File: src/rtl/mem_access_unit.sv
// Initiator side of the word-wide data memory: lane-selected loads, word stores,
// and read-modify-write sub-word stores. Define MEM_MISALIGN_EXC_EN to flag misaligned accesses.
module mem_access_unit #(
  parameter int unsigned ADDR_W       = 32,
  parameter int unsigned MEM_ADDR_MSB = 10
) (
  input  logic              clk,
  input  logic              reset,
  input  logic              req_valid,
  output logic              req_ready,
  input  logic              req_write,
  input  logic [1:0]        req_size,
  input  logic              req_signed,
  input  logic [ADDR_W-1:0] req_addr,
  input  logic [31:0]       req_wdata,
  output logic              resp_valid,
  output logic [31:0]       resp_rdata,
  output logic              resp_err,
  output logic [ADDR_W-1:0] Address,
  output logic [31:0]       Write_data,
  output logic              MemRead,
  output logic              MemWrite,
  input  logic [31:0]       Read_data
);

  typedef enum logic [0:0] {StIdle, StRmwWr} state_e;

  state_e            state_q, state_d;
  logic [ADDR_W-1:0] addr_q;
  logic [31:0]       merge_q, merge_d;
  logic              resp_valid_q, resp_err_q;
  logic [31:0]       resp_rdata_q;

  logic              accept, misalign, start_rmw;
  logic [ADDR_W-1:0] word_addr;
  logic [7:0]        lane_byte;
  logic [15:0]       lane_half;
  logic [31:0]       load_ext;

  // Bits above the decoded range pass through untouched; aliasing is the memory's business.
  assign word_addr = {req_addr[ADDR_W-1:MEM_ADDR_MSB+1], req_addr[MEM_ADDR_MSB:2], 2'b00};

  always_comb begin
    misalign = 1'b0;
`ifdef MEM_MISALIGN_EXC_EN
    case (req_size)
      2'b00:   misalign = 1'b0;
      2'b01:   misalign = req_addr[0];
      default: misalign = (req_addr[1:0] != 2'b00);
    endcase
`endif
  end

  always_comb begin
    lane_byte = Read_data[{req_addr[1:0], 3'b000} +: 8];
    lane_half = Read_data[{req_addr[1], 4'b0000} +: 16];
    case (req_size)
      2'b00:   load_ext = {{24{req_signed & lane_byte[7]}}, lane_byte};
      2'b01:   load_ext = {{16{req_signed & lane_half[15]}}, lane_half};
      default: load_ext = Read_data;
    endcase
    merge_d = Read_data;
    if (req_size == 2'b00) merge_d[{req_addr[1:0], 3'b000} +: 8] = req_wdata[7:0];
    else                   merge_d[{req_addr[1], 4'b0000} +: 16] = req_wdata[15:0];
  end

  always_comb begin
    req_ready  = 1'b0;
    accept     = 1'b0;
    start_rmw  = 1'b0;
    MemRead    = 1'b0;
    MemWrite   = 1'b0;
    Address    = '0;
    Write_data = '0;
    state_d    = state_q;
    if (!reset) begin
      case (state_q)
        StIdle: begin
          req_ready = 1'b1;
          accept    = req_valid;
          if (req_valid && !misalign) begin
            Address = word_addr;
            if (!req_write) begin
              MemRead = 1'b1;
            end else if (!req_size[1]) begin
              MemRead   = 1'b1;
              start_rmw = 1'b1;
              state_d   = StRmwWr;
            end else begin
              MemWrite   = 1'b1;
              Write_data = req_wdata;
            end
          end
        end
        StRmwWr: begin
          MemWrite   = 1'b1;
          Address    = addr_q;
          Write_data = merge_q;
          state_d    = StIdle;
        end
        default: state_d = StIdle;
      endcase
    end
  end

  always_ff @(posedge clk or posedge reset) begin
    if (reset) begin
      state_q      <= StIdle;
      addr_q       <= '0;
      merge_q      <= '0;
      resp_valid_q <= 1'b0;
      resp_err_q   <= 1'b0;
      resp_rdata_q <= '0;
    end else begin
      state_q      <= state_d;
      // Sub-word stores respond after the write cycle, everything else right after acceptance.
      resp_valid_q <= (accept && !start_rmw) || (state_q == StRmwWr);
      resp_err_q   <= accept && misalign;
      if (accept && !req_write && !misalign) resp_rdata_q <= load_ext;
      if (start_rmw) begin
        merge_q <= merge_d;
        addr_q  <= word_addr;
      end
    end
  end

  assign resp_valid = resp_valid_q;
  assign resp_rdata = resp_rdata_q;
  assign resp_err   = resp_err_q;

endmodule

File: config.mk
export PLATFORM = sky130hd
export DESIGN_NAME = mem_access_unit
export DESIGN_NICKNAME = d
export VERILOG_FILES = /design/src/rtl/mem_access_unit.sv
export SDC_FILE = /design/constraint.sdc
export NUM_CORES = 1
export LEC_CHECK = 0
export CAP_MARGIN = 20
export CORE_ASPECT_RATIO = 0.5
export CORE_UTILIZATION = 45
export CTS_CLUSTER_DIAMETER = 60
export DETAILED_ROUTE_END_ITERATION = 7
export DONT_BUFFER_PORTS = 1
export PLACE_DENSITY = 0.68
export SETUP_SLACK_MARGIN = 0.2
export SYNTH_ARGS = -nofsm -noshare
export SYNTH_HDL_FRONTEND = slang
export SYNTH_SLANG_ARGS = --single-unit
File: constraint.sdc
create_clock -name clk -period 3.4 [get_ports clk]
set_input_delay 0.68 -clock clk [delete_from_list [all_inputs] [get_ports clk]]
set_output_delay 0.68 -clock clk [all_outputs]
set_load 0.01 [all_outputs]
==> out/qor.txt <==
Post-route ant nets = 0
Largest net degree at the start of global routing = 57
Clock network power share = 0.341
Synth Area in Adders = 0.0115
Clk_lat worst skew = 0.34 ns
Dpl cells = 740
Final hold vios = 0
Root buffer cell = clkbuf_16
Die extent in y = 79.8 um
#FFs+latches synth = 96
Bufs and invs on worst path = 1
Synth Instances = 621
Hold crit path type = in2async
Reg clk slew, reported paths = 0.07 ns
Die ar. = 12,600 um^2
Post-synthesis mux area share = 0.0368
IO Port Bufs = 0
Worst r2r src = state_q
RePlAce Congestion = 0.844
First-pass GRT wire length = 24.0 mm
Status = completed
Top FF cell, synth = dfrtp_1
Layout cell share with drive strength beyond 1 = 0.101
Post-layout min period = 2.51 ns
Compound-gate portion of the synthesized area = 0.271
WL/cell = 20.8 um
Vias in the first global route = 4,438
RSZ-0062 raised after global routing = false
Area fraction of the dominant cell type after synthesis = 0.441
Core Box Area = 11,400 um^2
Unique cell type count in the Yosys netlist = 43
Internal power = 2200 uW
Via count = 4,630
Ys Warns = 0
IO Pins = 204
Non-Filler Instances = 756
CP Launch Type = flip-flop
Post-CTS sizing = 0
Clock Tree Buf Depth = 2
CP max stage cell = dfrtp_1
Reg2reg setup slack = 1.18 ns
CTS tree = built
Xor-xnor portion of the synthesized cell area = 0
CP top delay family = flip-flops
Cell Chain, Critical Path = nor3b_4 -> and3_1 -> buf_4 -> a22o_1
Initial antenna violation count = 0
Largest family of logic cells by synthesized area = compound AO/OA/AOI/OAI gates
Sequential power share = 0.506
Number of flops mapped to enable cells by yosys = 0
Layout area overhead = 7.90%
Iteration count of the initial detailed-routing pass = 4
# fillers = 1,105
Clk_skew = 0.00721 ns
Fin. max-slew vios = 0
Vias/cell = 6.12
CTS Sinks = 96
Setup TNS = 0 ns
P_leak = 0.00255 uW
Nets = 700
# diodes = 0
# DRC = 0
PwrDens = 530 nW/um^2
Max FO, Critical Path = 32
Initial core utilization = 0.478
CP Capture Type = primary output
R2R Path End = resp_rdata[18]
Yosys top cell by area = dfrtp_1
Grt ovf = 0
Simple-Gate Fraction of Synth Area = 0.188
GRT Total Usage = 0.252
Data arrival, critical path = 1.83 ns
Rows = 27
Switching power total = 914 uW
Slowest stage delay, CP = 0.48 ns
Comb power frac = 0.153
Mapped Area = 5450 um^2
Worst IR drop on VDD = 0.279 mV
Syn Area/Cell = 8.77 um^2
Reg2Reg Depth = 4
CP Data Required Time = 2.72 ns
Fmax = 399 MHz
Dpl hpwl = 11.4 mm
Sw Ratio = 0.294
H-Tree Level Count = 3
Rel. slew slack = 0.474
Max-cap violation count = 0
Post-CTS Setup Bufs = 0
CTS Buf Count = 9
Critical path class = reg2out
Sequential fraction of the synthesis area = 0.441
Final period utilization = 0.737
Crit path from = state_q
Ys async rst share = 1.00
Ranking of synthesized cells by area = dfrtp_1, a22o_1, nand2_1, nor2_1, a221oi_1
Die W = 158 um
DRT iter0 DRCs = 309
Final setup viols = 0
Hold buffers post-CTS = 0
Routed Wire Length = 15.7 mm
Actual slew at the worst max-slew pin = 0.789 ns
==> flip-flops by register name, indices dropped and copies added, names as in the netlist <==
| register | count |
|---|---|
| state_q | 1 |
| resp_valid | 1 |
| resp_rdata | 32 |
| addr_q | 30 |
| merge_q | 32 |
==> worst reg2reg max path, stage by stage, from the launching register on <==
cell      delay, ns
dfrtp_1        0.48
nor3b_4        0.25
nand2b_1       0.41
a21oi_2        0.77
a21oi_1        0.15
==> how the worst max path moves through the flow <==
stage                     endpoint  slack [ns]  cells past startpoint
floorplan               addr_q[10]        0.21                      1
global placement    resp_rdata[18]        1.07                      4
detailed placement  resp_rdata[18]        1.05                      4
CTS                 Write_data[15]        0.89                      4
global route        Write_data[29]        0.78                      4
finish              Write_data[15]        0.89                      4
==> through the flow <==
stage | total power (uW) | area (um^2) | setup slack [ns] | utilization | hold WS (ns)
2_1_floorplan | 1950 | 5450 | 0.215 | - | 0.447
3_3_place_gp | 2050 | 5560 | 1.07 | 0.488 | 0.458
3_5_place_dp | 2070 | 5560 | 1.05 | 0.488 | 0.463
4_1_cts | 3140 | 5880 | 0.886 | 0.516 | 0.264
5_1_grt | 3280 | 5880 | 0.784 | 0.516 | 0.278
6_report | 3110 | 5880 | 0.895 | 0.516 | 0.246
==> placed cells by master (no fill, tap or decap), types with 2 or more instances in the layout <==
| master | count |
|---|---|
| dfrtp_1 | 96 |
| nor3b_1 | 8 |
| nand2_1 | 141 |
| mux2i_1 | 2 |
| inv_1 | 11 |
| o21ai_0 | 33 |
| a221oi_1 | 24 |
| clkbuf_8 | 2 |
| and3_1 | 2 |
| ha_1 | 5 |
| conb_1 | 3 |
| a31oi_1 | 10 |
| nor2_1 | 68 |
| a32oi_1 | 7 |
| mux2_2 | 16 |
| o21ai_1 | 16 |
| nor3b_2 | 2 |
| buf_4 | 10 |
| a22o_1 | 63 |
| buf_12 | 2 |
| nor2b_1 | 2 |
| clkinv_4 | 2 |
| a221o_1 | 7 |
| a21oi_1 | 19 |
| or2_2 | 2 |
| nand2b_1 | 3 |
| clkbuf_16 | 9 |
| a211oi_1 | 10 |
==> cell families (layout without fill, tap and decap cells) <==
family / count (synthesis) / in the layout
AND/OR/NAND/NOR: 238 / 238
AO/OA/AOI/OAI: 197 / 197
flip-flops: 96 / 96
buffers and inverters: 66 / 40
multiplexers: 18 / 18
adder cells (fa/ha/maj): 5 / 5
other: 1 / 3
==> area by class of cell <==
class                           instances  area [um^2]  share of cell area
Sequential cell                        96         2400               0.409
Inverter                               12         47.5             0.00809
Tap cell                              159          199              0.0339
Clock buffer                           11          253              0.0430
Timing Repair Buffer                   12          115              0.0196
Clock inverter                          5         63.8              0.0109
Multi-Input combinational cell        461         2800               0.476
==> Yosys cell counts (5+ instances only) <==
| cell type | number |
|---|---|
| nand2_1 | 141 |
| dfrtp_1 | 96 |
| nor2_1 | 68 |
| a22o_1 | 63 |
| clkbuf_1 | 36 |
| o21ai_0 | 33 |
| a221oi_1 | 24 |
| a21oi_1 | 19 |
| mux2_2 | 16 |
| o21ai_1 | 16 |
| buf_2 | 12 |
| inv_1 | 12 |
| a211oi_1 | 10 |
| a31oi_1 | 10 |
| nor3b_1 | 8 |
| a221o_1 | 7 |
| a32oi_1 | 7 |
| ha_1 | 5 |
==> routing by layer <==
metal | share of wire | vias up | global-route usage
met5 | 0 | - | 0
met4 | 0.0098 | 0 | 0.0621
met3 | 0.083 | 15 | 0.0733
met2 | 0.46 | 203 | 0.403
met1 | 0.45 | 2257 | 0.336
li1 | - | 2155 | -
==> power groups by stage <==
stage / Clock, uW / Sequential, uW / Combinational, uW
after floorplan: 0 / 1540 / 416
after global placement: 0 / 1590 / 463
after detailed placement: 0 / 1590 / 482
after CTS: 1080 / 1570 / 481
after global routing: 1130 / 1600 / 544
final: 1060 / 1570 / 477
Note: power is estimated with default switching activity, not from simulation.
